`src/rtl/aes128_pkg.sv`:
```
// Shared types and constants for the AES128 chain output stage.
package aes128_pkg;

  localparam int BLK_W         = 128;
  localparam int WORD_W        = 32;
  localparam int WORDS_PER_BLK = 4;

  typedef logic [BLK_W-1:0]  blk_t;
  typedef logic [WORD_W-1:0] word_t;

  // Select one 32-bit word of a block; index 0 is the most significant word.
  function automatic word_t blk_word(input blk_t blk, input logic [1:0] idx);
    word_t w;
    case (idx)
      2'd0:    w = blk[127:96];
      2'd1:    w = blk[95:64];
      2'd2:    w = blk[63:32];
      default: w = blk[31:0];
    endcase
    return w;
  endfunction

endpackage

```
`src/rtl/aes128_blk_fifo.sv`:
```
// Block FIFO: DEPTH x 128-bit slots with write/read pointers and occupancy.
// A write while full is still accepted when the head slot is freed in the
// same cycle. Exposes the next-cycle head block (with write bypass) and the
// next-cycle count so the parent can keep its outputs fully registered.
module aes128_blk_fifo
  import aes128_pkg::*;
#(
  parameter int DEPTH = 2,
  parameter int AW    = 1
) (
  input  logic             clk,
  input  logic             rst,
  input  logic             wr_req,
  input  logic [BLK_W-1:0] wr_data,
  input  logic             pop,
  output logic             ovf_evt,
  output logic [AW:0]      cnt_nxt,
  output logic [BLK_W-1:0] head_nxt
);

  localparam logic [AW:0] FULL_CNT = (AW+1)'(DEPTH);

  blk_t          mem [DEPTH];
  logic [AW-1:0] wp;
  logic [AW-1:0] rp;
  logic [AW-1:0] wp_nxt;
  logic [AW-1:0] rp_nxt;
  logic [AW:0]   cnt;
  logic          is_full;
  logic          pop_ok;
  logic          wr_en;

  // Accept/drop decision, pointer and count updates, next head selection.
  always_comb begin
    is_full = (cnt == FULL_CNT);
    pop_ok  = pop && (cnt != '0);
    wr_en   = wr_req && (!is_full || pop_ok);
    ovf_evt = wr_req && !wr_en;
    rp_nxt  = pop_ok ? rp + 1'b1 : rp;
    wp_nxt  = wr_en  ? wp + 1'b1 : wp;
    cnt_nxt = cnt;
    if (wr_en && !pop_ok) begin
      cnt_nxt = cnt + 1'b1;
    end else if (!wr_en && pop_ok) begin
      cnt_nxt = cnt - 1'b1;
    end
    // When the block being written becomes the head, take it straight from
    // the input so the registered output sees it one cycle after capture.
    head_nxt = (wr_en && (wp == rp_nxt)) ? wr_data : mem[rp_nxt];
  end

  // Block storage; contents are not reset, only the pointers and count.
  always_ff @(posedge clk) begin
    if (wr_en && !rst) begin
      mem[wp] <= wr_data;
    end
  end

  // Pointer and occupancy registers.
  always_ff @(posedge clk) begin
    if (rst) begin
      wp  <= '0;
      rp  <= '0;
      cnt <= '0;
    end else begin
      wp  <= wp_nxt;
      rp  <= rp_nxt;
      cnt <= cnt_nxt;
    end
  end

endmodule

```
`src/rtl/aes128_out_ser.sv`:
```
// AES128 chain output serialiser: captures each 128-bit result on START into
// a block FIFO and streams it as four 32-bit words (MS word first) on a
// valid/ready interface. All outputs are registered.
// Optional: define AES_OUT_BLKCNT_EN to add the 32-bit BLK_CNT output that
// counts blocks fully emitted since reset.
module aes128_out_ser
  import aes128_pkg::*;
#(
  parameter int DEPTH = 2,
  parameter int AW    = 1
) (
  input  logic         CLK,
  input  logic         RST,
  input  logic         START,
  input  logic [127:0] DIN,
  output logic         OUT_VALID,
  input  logic         OUT_READY,
  output logic [31:0]  DOUT,
  output logic         OUT_LAST,
  output logic         FULL,
  output logic         OVERFLOW
`ifdef AES_OUT_BLKCNT_EN
  ,
  output logic [31:0]  BLK_CNT
`endif
);

  localparam logic [AW:0] FULL_CNT = (AW+1)'(DEPTH);

  logic [1:0]  widx_p0;
  logic [1:0]  widx_nxt;
  logic        xfer;
  logic        pop;
  logic        ovf_evt;
  logic [AW:0] cnt_nxt;
  blk_t        head_nxt;
  logic        vld_p0;
  word_t       dout_p0;
  logic        last_p0;
  logic        full_p0;
  logic        ovf_p0;

  aes128_blk_fifo #(
    .DEPTH (DEPTH),
    .AW    (AW)
  ) u_fifo (
    .clk      (CLK),
    .rst      (RST),
    .wr_req   (START),
    .wr_data  (DIN),
    .pop      (pop),
    .ovf_evt  (ovf_evt),
    .cnt_nxt  (cnt_nxt),
    .head_nxt (head_nxt)
  );

  // Handshake: a transfer advances the word index; the final word frees the slot.
  always_comb begin
    xfer     = vld_p0 && OUT_READY;
    pop      = xfer && (widx_p0 == 2'd3);
    widx_nxt = xfer ? widx_p0 + 2'd1 : widx_p0;
  end

  // ---- stage p0: registered output word, flags and word index ----
  // Output registers are loaded from next-cycle FIFO state so they track it exactly.
  always_ff @(posedge CLK) begin
    if (RST) begin
      widx_p0 <= 2'd0;
      vld_p0  <= 1'b0;
      dout_p0 <= '0;
      last_p0 <= 1'b0;
      full_p0 <= 1'b0;
      ovf_p0  <= 1'b0;
    end else begin
      widx_p0 <= widx_nxt;
      vld_p0  <= (cnt_nxt != '0);
      dout_p0 <= (cnt_nxt != '0) ? blk_word(head_nxt, widx_nxt) : '0;
      last_p0 <= (cnt_nxt != '0) && (widx_nxt == 2'd3);
      full_p0 <= (cnt_nxt == FULL_CNT);
      if (ovf_evt) begin
        ovf_p0 <= 1'b1;
      end
    end
  end

  assign OUT_VALID = vld_p0;
  assign DOUT      = dout_p0;
  assign OUT_LAST  = last_p0;
  assign FULL      = full_p0;
  assign OVERFLOW  = ovf_p0;

`ifdef AES_OUT_BLKCNT_EN
  logic [31:0] blk_cnt_p0;

  // Count of blocks whose final word has been accepted; wraps naturally.
  always_ff @(posedge CLK) begin
    if (RST) begin
      blk_cnt_p0 <= '0;
    end else if (pop) begin
      blk_cnt_p0 <= blk_cnt_p0 + 32'd1;
    end
  end

  assign BLK_CNT = blk_cnt_p0;
`endif

endmodule

```
`config.mk`:
```
export PLATFORM = sky130hd
export DESIGN_NAME = aes128_out_ser
export DESIGN_NICKNAME = d
export VERILOG_FILES = /design/src/rtl/aes128_pkg.sv /design/src/rtl/aes128_blk_fifo.sv /design/src/rtl/aes128_out_ser.sv
export SDC_FILE = /design/constraint.sdc
export NUM_CORES = 1
export LEC_CHECK = 0
export CAP_MARGIN = 20
export CORE_ASPECT_RATIO = 1.4
export CORE_MARGIN = 2
export CORE_UTILIZATION = 24
export CTS_CLUSTER_SIZE = 30
export DETAILED_ROUTE_END_ITERATION = 10
export DONT_BUFFER_PORTS = 1
export HOLD_SLACK_MARGIN = 0.02
export SETUP_SLACK_MARGIN = 0.5
export SLEW_MARGIN = 0
export SYNTH_ARGS = -nofsm -noshare
export SYNTH_HDL_FRONTEND = slang
export SYNTH_SLANG_ARGS = --single-unit
```
`constraint.sdc`:
```
create_clock -name CLK -period 27.1 [get_ports CLK]
set_clock_uncertainty 0.15 [all_clocks]
set_input_delay 5.42 -clock CLK [delete_from_list [all_inputs] [get_ports CLK]]
set_output_delay 5.42 -clock CLK [all_outputs]
set_load 0.05 [all_outputs]
```
# == Word-level counts from Yosys, hierarchy flattened ==
# Memory sizes are Yosys's and may differ from the RTL's.
# Cells that the tools add are included.
# word_totals
input_bits,132
wordCells,50
regBits,42
ram_bits,256
output_inout_bits,36
n_memories,1
# mem_list
name,words,word_bits,rd,rd_clocked_by_memory_dff,wr,line_no,source
u_fifo.mem,2,128,1,0,1,aes128_blk_fifo.sv:23,blk_t mem [DEPTH];
# classes
reduce_logical,19
add_sub_neg,5
n_eq_ne,7
mux,8
n_bitwise,1
# ops
operator,count
$mux W128,1
$pmux W32 S3,1
$eq A2 B2 Y1 const B,5
$logic_and A1 B1 Y1,10
$mux W2,3
$add A2 B1 Y2 const B,2
$logic_not A1 Y1,4
$reduce_bool A2 Y1,2
$mux W1,3
$add A1 B1 Y1 const B,2
$eq A2 B1 Y1 const B,1
$logic_not A2 Y1,1
$reduce_or A2 Y1,1
$sub A2 B1 Y2 const B,1
$eq A1 B1 Y1,1
$logic_or A1 B1 Y1,1
$not A1 Y1,1

# == Depth between registers and ports, before layout ==
# Gate-level depths: netlist (run 1).
# depth
ltp_word,12
ltp_mapped,10
mapped_depth_nobuf,8

# == Modules after synthesis ==
# From an unflattened synthesis (run 1), not the netlist that was laid out.
# unflattened
cells_unflattened,858
hier_area_um2,13390.3
# by_module_without_submodules
module,area_each_um2,cells_each,instances,seq_area_each_um2
aes128_blk_fifo,11081.9,572,1,7767.4
aes128_out_ser,2308.5,286,1,760.7

# == Least setup slack after synthesis (run 1) ==
# No wires, ideal clock.
# synth_path
kind,input -> register
from,input port START
to,memory u_fifo.mem[1][0] (netlist bit) (enable)
setup_time_ns,0.799
slack_ns,11.059
required_time_ns,26.151
arrival_time_ns,15.093
path_buffers,1
cell_stages,3
cell_sequence,clkbuf_1 > nand2_1 > nor3b_1
# synth_between
elab_chain_cells,4
# synth_lines
element,line_no,source
"start, declared",aes128_out_ser.sv:14,"input logic START,"
$logic_and A1 B1 Y1,aes128_blk_fifo.sv:37,wr_en = wr_req && (!is_full || pop_ok);
$logic_and A1 B1 Y1,aes128_blk_fifo.sv:54,if (wr_en && !rst) begin
$mux W1,aes128_blk_fifo.sv:54,
$mux W1 (not written as such),aes128_blk_fifo.sv:55,mem[wp] <= wr_data;
"end, declared",aes128_blk_fifo.sv:23,
# No other way between the ends.

# == Worst setup path after layout (run 1) ==
# layout_path
from,input port OUT_READY
to,"register dout_p0[12], in the netlist DOUT[12]"
# layout_between
elab_chain_cells,12
word_cells_on_any_way,24
cone_classes,3 x eq/ne; 6 x mux; 1 x bitwise; 13 x reduce/logical; 1 x memory
# layout_lines
element,line_no,source
"start, declared",aes128_out_ser.sv:17,"input logic OUT_READY,"
$logic_and A1 B1 Y1 *,aes128_out_ser.sv:59,xfer = vld_p0 && OUT_READY;
$logic_and A1 B1 Y1,aes128_out_ser.sv:60,pop = xfer && (widx_p0 == 2'd3);
$logic_and A1 B1 Y1,aes128_blk_fifo.sv:36,pop_ok = pop && (cnt != '0);
$logic_or A1 B1 Y1,aes128_blk_fifo.sv:37,
$logic_and A1 B1 Y1,aes128_blk_fifo.sv:37,
$logic_not A1 Y1,aes128_blk_fifo.sv:44,end else if (!wr_en && pop_ok) begin
$logic_and A1 B1 Y1,aes128_blk_fifo.sv:44,
$mux W2,aes128_blk_fifo.sv:44,
$mux W2,aes128_blk_fifo.sv:42,if (wr_en && !pop_ok) begin
$reduce_bool A2 Y1,aes128_out_ser.sv:77,"dout_p0 <= (cnt_nxt != '0) ? blk_word(head_nxt, widx_nxt) : '0;"
$not A1 Y1 (no line),--,
$reduce_or A2 Y1 (no line),--,
"end signal, assigned",aes128_out_ser.sv:77,
"end, declared",aes128_out_ser.sv:38,word_t dout_p0;
# Mark *: on every way between the ends. The rest lies on a longest branch, timed or not.
# A chain may end at the register's enable or synchronous reset.

==> results.toml, run 1 <==
[yosys]
synth_top_family_by_area = "compound AO/OA/AOI/OAI gates"
syn_nets = 1008
avgSynthCellArea_um2 = 13.82
syn_area_um2 = 12060
netlist_top_cells_area = "edfxtp_1, dfxtp_1, a221oi_1"
syn_inst = 873
synth_cell_types = 37
yosys_warnings = 0
yosysTopAreaCell = "edfxtp_1"
synth_mux_area_share_pct = 2.925
synth-xor-area-share_pct = 0.4978
synth_compound_area_share_pct = 14.44
ys_async_sr_fraction_pct = 0
synth_adder_area_share_pct = 0.3111
yosysTopAreaCellShare_pct = 63.72
synthFlopType = "edfxtp_1"
synth-simple-area-share_pct = 8.079
ys_ff_latch = 298
ys_seq_area_share_pct = 70.69
synth-edff-count = 256

[cts]
postCtsSetupBuffers = 0
cts_root_buf = "clkbuf_16"
numCtsBuffers = 31
cts_buffer_depth = 3
clk_pin_slew_ps = 60
clk_latency_ps = 580
holdBufCountCts = 0
clock-sinks = 298
cts_max_level = 1
post_cts_resized = 0
tritoncts = "done"

[floorplan]
core_um2 = 49880
io_pins = 168
die_w_um = 193.5
initial_core_util_pct = 24.19
die_y_um = 269.3
rows = 97
dieArea_um2 = 52100

[critical_path]
critPathCaptureType = "flop"
cp_top_family = "compound AO/OA/AOI/OAI gates"
required_ps = 27380
critPathLaunchType = "input pin"
slowest_delay_ps = 900
crit_type = "input pin to flop"
critPathMaxFanout = 92
critPathArrivalTime_ps = 8390
slowest_stage = "buf_4"
crit_path_cell_trace = "nand4b_4 > and2b_1 > a31oi_4 > buf_4 > o2111ai_1 > o211ai_1 > a21oi_1"
worst-path-buf-inv = 1

[global_route]
grt.overflow.total = 0
grt_pass1_vias = 7784
grt_pass1_wl_um = 51850
grt_start_max_net_pins = 93
antenna_found_initial = 1
grt_util_all_layers_pct = 13.20

[sta]
worst_pin_slew_ps = 1089
slew_headroom_pct = 27.38
hold_violations = 0
setup_slack_ps = 18990
tns_ps = 0
fmax_ghz = 0.1234
setup_viol = 0
drv_slew = 0
layout_min_cycle_time_ps = 8106
rsz0062_at_grt = "false"
finalCritPeriodShare_pct = 29.91

[worst_hold_path]
hold_class = "flop to flop"

[power]
powerDensity_nw_per_um2 = 84.62
leakage_nw = 4.483
ir_worst_vdd_v = 0.00007065

[place]
place_ws_ps = 18400
port_buffers = 0
dp_hpwl_um = 23150
place_congestion = 0.7924

[final_layout]
drive_gt1_share_pct = 9.518
syn2layout_area_growth_pct = 14.77
antennaDiodeCount = 0
layout_common_cells = "edfxtp_1, nand2_1, nand3_1"
layout_commonest_cell = "edfxtp_1"
nets = 982

[detailed_routing]
via_count = 7589
wl_per_cell_um = 23.49
first_pass_iters = 7
postRouteAntennaNets = 0
drc = 0
vias_per_cell = 5.009
dr.first_iter.drc_count = 423
wl_um = 35580

[run]
maxCapViolCount = 0

[status]
status = "complete, no violations"
final cells by class:
cell class,instances,area [µm²]
Inverter,5,18.77
Sequential cell,298,8528
Timing Repair Buffer,17,127.6
Tap cell,643,804.5
Clock inverter,17,252.7
Fill cell,5021,36040
Multi-Input combinational cell,494,3249
Clock buffer,41,864.6
registers in the layout, summed over array words and instances (netlist names):
register,count
u_fifo.wp,1
u_fifo.rp,1
OVERFLOW,1
DOUT,32
widx_p0,2
u_fifo.cnt,2
OUT_VALID,1
u_fifo.mem,256
OUT_LAST,1
FULL,1
metrics by stage:
step	hold slack (ps)	area, µm²	instances	util [%]	power, W
6_report	461.0	13850	1515	27.76	0.001172
4_1_cts	458.5	13850	1515	27.76	0.001185
3_3_place_gp	427.9	12730	1457	25.52	0.0007226
2_1_floorplan	384.3	12060	873	-	0.0006841
3_5_place_dp	440.0	12730	1457	25.52	0.0007247
5_1_grt	521.8	13850	1515	27.76	0.001215
kinds of logic after synthesis:
logic type	count (synthesis)
adders and majority gates	3
AOI/OAI and AO/OA	236
xor gates and xnor gates	6
and+or+nand+nor	215
muxes	34
buffers and inverters	81
DFF	298
cell usage after synthesis, types with 3 or more instances:
library cell / instances
edfxtp_1: 256
nand2_1: 99
nand3_1: 98
a221oi_1: 64
o211ai_1: 64
buf_2: 46
dfxtp_1: 42
mux2i_1: 33
a21oi_1: 32
o2111ai_1: 32
o21ai_0: 32
clkbuf_1: 28
nor2_1: 8
inv_1: 5
ha_1: 3
xnor2_1: 3
worst paths after layout:
kind              startpoint  cells after the start  slack (ps)         to
setup / recovery   OUT_READY                      7       18990   DOUT[12]
hold / removal     u_fifo.wp                      2         460  u_fifo.wp
setup reg to reg  widx_p0[0]                      8       22840   DOUT[12]
hold reg to reg    u_fifo.wp                      2         460  u_fifo.wp
worst reg2reg max path: stages (launching register included):
cell	delay [ps]
dfxtp_1	670
ha_1	290
nand4b_4	240
and2b_1	330
a31oi_4	850
buf_4	910
o2111ai_1	290
o211ai_1	260
a21oi_1	120
where the power goes:
group          switching (W)  internal [W]  leakage [nW]
sequential         0.0000559      0.000531          2.69
clock               0.000178      0.000282         0.527
combinational      0.0000859     0.0000393          1.27
layer usage:
layer,vias up,global-route usage (%),wire length [µm]
met5,-,0,0
met4,0,3.757,997
met3,49,4.315,2953
met2,269,25.35,19730
met1,3848,13.43,11900
li1,3423,-,-
Power figures use the tool's default switching activity.
==> inputs of run 2 (changes only) <==
==> constraint.sdc (replaced) <==
create_clock -name CLK -period 7.7 [get_ports CLK]
set_clock_uncertainty 0.15 [all_clocks]
set_input_delay 1.54 -clock CLK [delete_from_list [all_inputs] [get_ports CLK]]
set_output_delay 1.54 -clock CLK [all_outputs]
set_load 0.05 [all_outputs]
==> results.toml, run 2 (synthesis gave the netlist of run 1 again) <==
[status]
status = "complete, no violations"

[sta]
hold_violations = 0
worst_pin_slew_ps = 970.5
fmax_ghz = 0.2468
layout_min_cycle_time_ps = 4052
drv_slew = 0
finalCritPeriodShare_pct = 52.62
setup_viol = 0
slew_headroom_pct = 33.92
tns_ps = 0
rsz0062_at_grt = "false"

[cts]
clock-sinks = 298
cts_root_buf = "clkbuf_16"
cts_buffer_depth = 3
tritoncts = "done"
postCtsSetupBuffers = 0
holdBufCountCts = 0
numCtsBuffers = 34
cts_max_level = 2
clk_pin_slew_ps = 60
post_cts_resized = 0
clk_latency_ps = 540

[critical_path]
critPathLaunchType = "flop"
crit_top_cell = "buf_4"
slowest_delay_ps = 770
critPathMaxFanout = 82
reg2reg_from = "widx_p0[0]"
slowest_stage = "buf_4"
crit_type = "flop to flop"
cp_top_family = "buffers and inverters"
critPathCaptureType = "flop"
worst-path-buf-inv = 2
required_ps = 7920
cp-startpoint = "widx_p0[0]"
crit_path_cell_trace = "ha_1 > nand4b_4 > and2b_1 > a31oi_4 > buf_4 > buf_4 > nand3_1 > o211ai_1 > a21oi_1"
critPathArrivalTime_ps = 4280

[floorplan]
core_um2 = 49880
dieArea_um2 = 52100
rows = 97
io_pins = 168
die_w_um = 193.5
die_y_um = 269.3
initial_core_util_pct = 24.19

[final_layout]
layout_commonest_cell = "edfxtp_1"
top_register = "u_fifo.mem"
ff_latch_area_um2 = 8528
drive_gt1_share_pct = 9.817
layout_common_cells = "edfxtp_1, nand2_1, nand3_1"
multi_input_area_um2 = 3262
final.fill_count = 5020
largest_reg_flops = 256
nets = 986
syn2layout_area_growth_pct = 15.24
antennaDiodeCount = 0
final_cells = 1519

[global_route]
grt_pass1_vias = 7877
grt_pass1_wl_um = 54090
grt_start_max_net_pins = 129
antenna_found_initial = 0
grt_util_all_layers_pct = 14.15
grt.overflow.total = 0

[run]
maxCapViolCount = 0

[power]
leakage_nw = 4.522
powerDensity_nw_per_um2 = 301.4
pwr-share-comb_pct = 11.0
p_sw_share_pct = 28.20
seq_power_share_pct = 49.5
cellInternalPower_w = 0.003009
power_switching_w = 0.001182
clkPwrFrac_pct = 39.6
ir_worst_vdd_v = 0.0002040

[place]
place_inst = 1458
port_buffers = 0
dp_hpwl_um = 24040
place_congestion = 0.7498

[detailed_routing]
dr.first_iter.drc_count = 506
drc = 0
via_count = 7624
first_pass_iters = 5
wl_per_cell_um = 24.67
vias_per_cell = 5.019
postRouteAntennaNets = 0
wl_um = 37480

[worst_hold_path]
hold_class = "flop to flop"
min-delay-start = "u_fifo.cnt[0]"
run 2: changes by cell type in the layout (fill, tap and decap cells not counted), moves of 2 or more:
cell,change
bufinv_16,-2
clkbuf_16,+3
clkinv_2,+2
inv_6,+2
clkinv_1,+3
clkinvlp_4,-3
clkbuf_1,-2
run 2: power by group through the flow:
stage               sequential (W)  combinational, W  clock, W
floorplan                  0.00207          0.000323         0
global placement           0.00211          0.000468         0
detailed placement         0.00212          0.000472         0
CTS                        0.00208          0.000473   0.00170
global route               0.00208          0.000508   0.00177
finish                     0.00207          0.000459   0.00166
run 2: layout make-up:
cell class	count	area share (%)
Clock buffer	42	6.705
Clock inverter	19	1.503
Inverter	5	0.1350
Multi-Input combinational cell	494	23.46
Sequential cell	298	61.34
Tap cell	643	5.787
Timing Repair Buffer	18	1.062
run 2: layer usage:
metal	routed length, µm	vias up	global-route usage [%]
met3	3045	71	5.153
met1	12430	3862	13.96
met2	20090	258	25.95
met5	0	-	0
met4	1909	0	6.910
li1	-	3433	-
run 2: through the flow:
step	hold slack [ps]	setup slack, ps	cell area, µm²	utilization (%)	total power [W]
final	484.0	3648	13900	27.87	0.004190
after global routing	537.7	3327	13900	27.87	0.004363
after CTS	487.5	3591	13900	27.87	0.004259
after detailed placement	464.6	3066	12760	25.58	0.002587
after global placement	458.6	3104	12760	25.58	0.002582
after floorplan	399.1	104.2	12070	-	0.002398
run 2: worst min-delay path: stages, from the launching register on:
cell     delay, ps
dfxtp_1        300
inv_1          110
xnor2_1        120
nor2_1          80
run 2: final timing paths:
kind | end | slack [ps] | cells past startpoint
max | DOUT[16] | 3650 | 9
min | u_fifo.cnt[0] | 480 | 3
max reg2reg | DOUT[16] | 3650 | 9
min reg2reg | u_fifo.cnt[0] | 480 | 3
==> inputs of run 3 (changes only) <==
==> constraint.sdc (replaced) <==
create_clock -name CLK -period 4.15 [get_ports CLK]
set_clock_uncertainty 0.15 [all_clocks]
set_input_delay 0.83 -clock CLK [delete_from_list [all_inputs] [get_ports CLK]]
set_output_delay 0.83 -clock CLK [all_outputs]
set_load 0.05 [all_outputs]
==> results.toml, run 3 (synthesis gave the netlist of run 1 again) <==
[final_layout]
layout_commonest_cell = "edfxtp_1"
layout_common_cells = "edfxtp_1, nand3_1, nand2_1"
antennaDiodeCount = 0
fin_util_pct = 28.20
largest_reg_flops = 256
top_register = "u_fifo.mem"
drive_gt1_share_pct = 10.05
nets = 995
final_cells = 1529
syn2layout_area_growth_pct = 16.60

[critical_path]
critPathArrivalTime_ps = 3540
critPathCaptureType = "flop"
crit_type = "flop to flop"
critPathLaunchType = "flop"
rr_worst_depth = 7
reg2reg_to = "DOUT[31]"
required_ps = 4420
critPathMaxFanout = 24
reg2reg_from = "OUT_VALID"
reg2reg_slack_ps = 880

[cts]
holdBufCountCts = 0
post_cts_resized = 0
clk_latency_ps = 520
cts_max_level = 2
cts_buffer_depth = 3
cts_root_buf = "clkbuf_16"
numCtsBuffers = 35
tritoncts = "done"
clock-sinks = 298
postCtsSetupBuffers = 0
clk_pin_slew_ps = 60

[floorplan]
initial_core_util_pct = 24.19
die_y_um = 269.3
rows = 97
io_pins = 168
dieArea_um2 = 52100
die_w_um = 193.5
core_um2 = 49880

[detailed_routing]
wl_um = 36350
vias_per_cell = 4.962
via_count = 7587
first_pass_iters = 5
postRouteAntennaNets = 0
dr.first_iter.drc_count = 554
wl_per_cell_um = 23.77
drc = 0

[power]
leakage_nw = 4.578
powerDensity_nw_per_um2 = 541.9
ir_worst_vdd_v = 0.0004153

[place]
dp_hpwl_um = 23810
place_inst = 1466
place_congestion = 0.7938
place_ws_ps = 847.6
port_buffers = 0

[worst_hold_path]
holdPathEnd = "u_fifo.wp"
whs_path_depth = 1
hold_class = "input pin to flop"
min-delay-start = "RST"

[status]
status = "complete, no violations"

[global_route]
grt_util_all_layers_pct = 13.47
grt_pass1_vias = 7727
grt.overflow.total = 0
grt_pass1_wl_um = 52340
grt_start_max_net_pins = 129
antenna_found_initial = 0

[sta]
worst_pin_slew_ps = 927.5
rsz0062_at_grt = "false"
tns_ps = 0
setup_viol = 0
slew_headroom_pct = 38.10
layout_min_cycle_time_ps = 3270
hold_violations = 0
fmax_ghz = 0.3058
drv_slew = 0
hold_slack_ps = 225.8
setup_slack_ps = 879.8
finalCritPeriodShare_pct = 78.80

[run]
maxCapViolCount = 0
[run 3: cell count changes in the layout (fill, tap and decap cells not counted), sizes merged]
cell | previous run | this run
inv | 8 | 6
clkinvlp | 3 | 2
clkbuf | 42 | 56
clkinv | 9 | 3
bufinv | 4 | 1
buf | 18 | 26
[run 3: worst max-delay path by stage]
stage | startpoint | end | slack (ps) | cells past startpoint
after global placement | OUT_VALID | DOUT[16] | 930 | 7
after CTS | OUT_VALID | DOUT[16] | 830 | 7
after detailed placement | OUT_VALID | DOUT[16] | 850 | 7
final | OUT_VALID | DOUT[31] | 880 | 7
after floorplan | OUT_READY | u_fifo.mem[1][0] | -900 | 4
after global routing | widx_p0[0] | DOUT[31] | 720 | 8
[run 3: final cells by class]
type / count / area, µm²
fillers: 5035 / 35810
clock inverters: 7 / 68.82
clock buffers: 56 / 1017
repair buffers: 26 / 357.8
multi-input cells: 494 / 3272
well taps: 643 / 804.5
flip-flops and latches: 298 / 8528
inverters: 5 / 18.77
[run 3: where the power goes]
part           internal (W)  switching, W
sequential          0.00347      0.000364
clock               0.00175       0.00118
combinational      0.000295      0.000568
total               0.00551       0.00212
[run 3: through the flow]
stage          total power (W)  area, µm²
2_1_floorplan         0.004445      12100
3_3_place_gp          0.004762      12980
3_5_place_dp          0.004778      12980
4_1_cts               0.007720      14070
5_1_grt               0.007917      14070
6_report              0.007623      14070
[run 3: routing by layer]
| metal | vias to the layer above | track usage, % | wire [µm] | share of wire [%] |
|---|---|---|---|---|
| met4 | 0 | 5.444 | 1351 | 3.7 |
| met2 | 299 | 24.80 | 19430 | 53 |
| li1 | 3456 | - | - | - |
| met1 | 3786 | 13.28 | 11870 | 33 |
| met3 | 46 | 5.503 | 3695 | 10 |
| met5 | - | 0 | 0 | 0 |
[run 3: critical path: stages, from the launching register on]
cell and delay (ps):
dfxtp_1 780, nand2_1 380, o22ai_4 710, buf_4 380
nand3_1 120, o2111ai_1 130, o211ai_1 190, a21oi_1 300
==> RTL change 1 (settings of run 3) <==
`DEPTH` is set to 2 in 2 places; all go to 4.
--- a/src/rtl/aes128_blk_fifo.sv
+++ b/src/rtl/aes128_blk_fifo.sv
@@ -5,7 +5,7 @@
 module aes128_blk_fifo
   import aes128_pkg::*;
 #(
-  parameter int DEPTH = 2,
+  parameter int DEPTH = 4,
   parameter int AW    = 1
 ) (
   input  logic             clk,
--- a/src/rtl/aes128_out_ser.sv
+++ b/src/rtl/aes128_out_ser.sv
@@ -6,7 +6,7 @@
 module aes128_out_ser
   import aes128_pkg::*;
 #(
-  parameter int DEPTH = 2,
+  parameter int DEPTH = 4,
   parameter int AW    = 1
 ) (
   input  logic         CLK,
Check against the original RTL: not equivalent (Yosys sat finds a counterexample within 4 cycles, from zero or initial values and one cycle with RST high).
==> RTL change 1 against run 3 <==
Maximum frequency is 2.1% lower. Wire length is 5.0% lower. Critical path depth up 1. Core utilization is 0.48 points lower. Final area decreased by 1.7%. Area after synthesis is 0.11% lower. Largest cell class unchanged. Worst setup slack got worse by 69 ps. Via count decreased by 3.4%. Highest routed layer unchanged. Non-clock buffer count shrank 4. Sequential cell count is the same. Cell count fell by 2.2%.
Power is not compared: it rests on default switching activity, and its combinational part moved more than twofold at a synthesized area within 25%.
==> RTL change 1: results (changes against run 3) <==
metric,value,unit,change
crit_end,DOUT[5],,
outcome,completed,,
ir_worst_vdd,0.405,mV,
yosys.cell_types.count,41,,+11%
grt_pass1_wl,50.7,mm,-3.2%
synth_common_cells,"edfxtp_1 (256), nand2_1 (133), nand2b_1 (68)",,
yosysWarnings,0,,unchanged
syn_inst,840,,-3.8%
drive_above_1_share,0.135,,+0.0344
synthTopCellsByArea,"edfxtp_1 (64%), dfxtp_1 (7.0%), a222oi_1 (5.3%)",,
largest_reg_flops,256,,unchanged
preCtsSetupSlack,706,ps,-141 ps
yosysSeqAreaShare,0.708,,+0.000807
layout_min_cycle_time,3340,ps,+68.9 ps
grt_pass1_vias,7654,,-0.94%
dr.pass1.iters,6,,+1
synth_nets,974,,-3.4%
avgRoutedWirePerCell,23.1,um,-2.9%
clk_root_buffer_cell,clkbuf_16,,
cts-buffers-inserted,31,,-11%
gp_congestion,0.738,,-7.0%
numPortBuffers,0,,unchanged
cts_max_level,1,,-1
holdWs,164,ps,-61.8 ps
worst_slew_pin_slew,1050,ps,+119 ps
ff2ff_path_depth,8,,+1
grt_use_met1,0.144,,+0.0109
grt_start_max_net_pins,77,,-40%
antenna_found_initial,1,,+1
async_flop_share,0,,unchanged
holdPathEnd,u_fifo.wp,,
cp.arrival,3650,ps,+110 ps
criticalPathCategory,reg2reg,,
hp-class,in2reg,,
path_max_fanout,55,,+130%
grt_usage,0.129,,-0.00589
reg2reg_slack,810,ps,-70 ps
path_delay_family,multiplexers,,
synth_top_area_frac,0.638,,+0.000728
dp.cells,1439,,-1.8%
routed_wl,34.5,mm,-5.0%
final_nets,963,,-3.2%
path_clk_slew,60,ps,about the same
slowest_delay,930,ps,+150 ps
worstReg2RegStart,widx_p0[0],,
hpwl,20.6,mm,-14%
first_iter_violations,493,,-11%
vias_per_cell,4.90,,-1.2%
cp_slowest_cell,mux2_4,,
regMostFlops,u_fifo.mem,,
use_met3,0.0338,,-0.0213
grt_use_met2,0.233,,-0.0151
num-fill-cells,4964,,-1.4%
dpl_cell_area,12900,sq um,-0.87%
clk_latency,590,ps,+70 ps
cts_setup_buffers,0,,unchanged
-- RTL change 1: cell count changes after synthesis, sizes merged, moves of 32 or more --
cell     delta
o211ai     -64
a222oi     +64
a221oi     -64
a2111oi    +32
o2111ai    -32
mux2i      -32
nand2b     +67
nand2      +34
nand3      -66
a21oi      +34
o221ai     +32
o21ai      -32
-- RTL change 1: layer usage --
metal | vias up | part of all wire | routed length, um
met5 | - | 0 | 0
met2 | 268 | 0.53 | 18100
met3 | 63 | 0.074 | 2550
met4 | 0 | 0.030 | 1030
li1 | 3310 | - | -
met1 | 3690 | 0.37 | 12800
-- RTL change 1: kinds of logic after synthesis --
| family | after synthesis | share of synthesized area |
|---|---|---|
| muxes | 4 | 0.00384 |
| AOI/OAI and AO/OA | 203 | 0.150 |
| DFF | 298 | 0.708 |
| adders and majority gates | 2 | 0.00208 |
| xor gates and xnor gates | 5 | 0.00488 |
| buffers and inverters | 70 | 0.0287 |
| and+or+nand+nor | 258 | 0.102 |
-- RTL change 1: worst reg2reg max path, stage by stage (launching register included) --
cell and delay, ps:
dfxtp_1 620, ha_1 300, nand4b_4 190, xor2_4 240, mux2_4 930, buf_4 400, nand2b_1 80, a21oi_1 220
a2111oi_2 80
-- RTL change 1: layout make-up --
class | instances | area, sq um | share of cell area
Timing Repair Buffer | 22 | 240 | 0.0174
Sequential cell | 298 | 8530 | 0.617
Clock inverter | 14 | 96.3 | 0.00697
Multi-Input combinational cell | 472 | 3280 | 0.237
Tap cell | 643 | 805 | 0.0582
Inverter | 4 | 15.0 | 0.00109
Clock buffer | 43 | 861 | 0.0623
-- RTL change 1: power breakdown --
part           switching, mW  internal, mW  total, mW
Combinational        0.00878        0.0203     0.0291
Clock                   1.17          1.45       2.62
Sequential           0.00528          3.25       3.25
==> RTL change 2 (flow settings as in run 3) <==
Without the edit above. Put one more register stage on the output `OVERFLOW`, without a reset. The value now appears one clock later. The other outputs are not delayed to match.
--- a/src/rtl/aes128_out_ser.sv
+++ b/src/rtl/aes128_out_ser.sv
@@ -87,7 +87,9 @@
   assign DOUT      = dout_p0;
   assign OUT_LAST  = last_p0;
   assign FULL      = full_p0;
-  assign OVERFLOW  = ovf_p0;
+  always_ff @(posedge CLK) begin
+    OVERFLOW <= ovf_p0;
+  end
 
 `ifdef AES_OUT_BLKCNT_EN
   logic [31:0] blk_cnt_p0;
Behaviour: not the same (a bounded check fails within 4 cycles, from zero or initial values and one cycle with RST high).
==> RTL change 2 against run 3 <==
Core utilization is 0.21 points lower. Sequential cell count increased by 1. Worst setup slack got worse by 47 ps. Critical path depth grew 1. Final area is 0.74% lower. Die area up 0.16%. Wire length fell by 1.2%. Maximum frequency decreased by 1.4%. Area after synthesis grew 0.17%. Power is 1.8% lower. Largest power group unchanged.
==> RTL change 2: results (changes against run 3) <==
metric,value,unit,change
cts-buffers-inserted,34,,-2.9%
grt_pass1_wl,51.7,mm,-1.1%
worstReg2RegStart,widx_p0[0],,
path_max_fanout,33,,+38%
p_int,5.31,mW,-3.5%
wl_met3,3.14,mm,-15%
final_nets,996,,+0.10%
grt_usage,0.135,,about the same
yosysSeqAreaShare,0.707,,about the same
dr_wl_met2,19.4,mm,about the same
finalInstanceArea,14000,sq um,-0.74%
reg2reg_slack,830,ps,-50 ps
met1_length,12.0,mm,+1.2%
grt_pass1_vias,7685,,-0.54%
grt_use_met2,0.249,,+0.00103
antenna_found_initial,0,,unchanged
dpl_cell_area,12900,sq um,-0.27%
holdWs,208,ps,-18.2 ps
num-fill-cells,5017,,-0.36%
gp_congestion,0.760,,-4.3%
r2r-end,DOUT[10],,
num_vias,7600,,+0.17%
async_flop_share,0,,unchanged
worst_slew_pin_slew,920,ps,-7.15 ps
slowest_delay,660,ps,-120 ps
cts.sinks,299,,+0.34%
n_all_buffers,27,,+3.8%
cts-resized-gates,0,,unchanged
cp.arrival,3640,ps,+100 ps
ir_worst_vdd,0.529,mV,+27%
clkbuf_count,41,,-27%
dr.pass1.iters,5,,unchanged
avgRoutedWirePerCell,23.5,um,-1.1%
regArea,8550,sq um,+0.23%
holdPathEnd,u_fifo.rp,,
ff2ff_path_depth,8,,+1
buffer_area_frac,0.0217,,-0.00375
clock_area_frac,0.0728,,-0.00435
synthTopCellsByArea,"edfxtp_1 (64%), dfxtp_1 (7.1%), a221oi_1 (4.6%)",,
syn_to_final_growth,15.6,%,
outcome,completed,,
grt_start_max_net_pins,106,,-18%
drive_above_1_share,0.107,,+0.00689
grt_use_met1,0.136,,+0.00315
leakagePower,4.55,nW,-0.61%
first_iter_violations,480,,-13%
use_met3,0.0445,,-0.0105
hpwl,23.5,mm,-1.4%
==> RTL change 2: how the worst max path moves through the flow <==
| stage | from | to | slack (ps) | cells after the start |
|---|---|---|---|---|
| 2_1_floorplan | OUT_READY | u_fifo.mem[1][0] | -900 | 4 |
| 3_3_place_gp | OUT_VALID | DOUT[31] | 780 | 7 |
| 3_5_place_dp | OUT_VALID | DOUT[31] | 760 | 7 |
| 4_1_cts | OUT_VALID | DOUT[31] | 770 | 7 |
| 5_1_grt | widx_p0[0] | DOUT[10] | 640 | 8 |
| 6_report | widx_p0[0] | DOUT[10] | 830 | 8 |
==> RTL change 2: metrics by stage <==
stage / std cells / setup TNS, ps / setup WS [ps]
global placement: 1468 / 0 / 780
detailed placement: 1468 / 0 / 764
floorplan: 874 / -199160 / -899
finish: 1528 / 0 / 833
CTS: 1528 / 0 / 771
global route: 1528 / 0 / 643
==> RTL change 2: critical path: cells and delay by family (launching register included) <==
kind,cells,cell delay (ps)
fa+ha+maj,1,350
buf+inv,1,470
flops,1,660
compound gates,5,1290
simple gates,1,310
==> RTL change 2: power by group through the flow <==
| stage | clock [mW] | combinational (mW) | sequential [mW] |
|---|---|---|---|
| 6_report | 2.77 | 0.892 | 3.82 |
| 3_3_place_gp | 0 | 0.899 | 3.89 |
| 3_5_place_dp | 0 | 0.909 | 3.89 |
| 2_1_floorplan | 0 | 0.604 | 3.85 |
| 5_1_grt | 2.96 | 0.973 | 3.84 |
| 4_1_cts | 2.86 | 0.912 | 3.83 |
==> RTL change 2: kinds of logic (layout without fill, tap and decap cells) <==
group           after synthesis  in the layout  share of synthesized area
compound gates              236            236                      0.144
buf+inv                      81             92                     0.0305
simple gates                215            215                     0.0807
fa+ha+maj                     3              3                    0.00311
flops                       299            299                      0.707
xor+xnor                      6              6                    0.00497
mux                          34             34                     0.0292
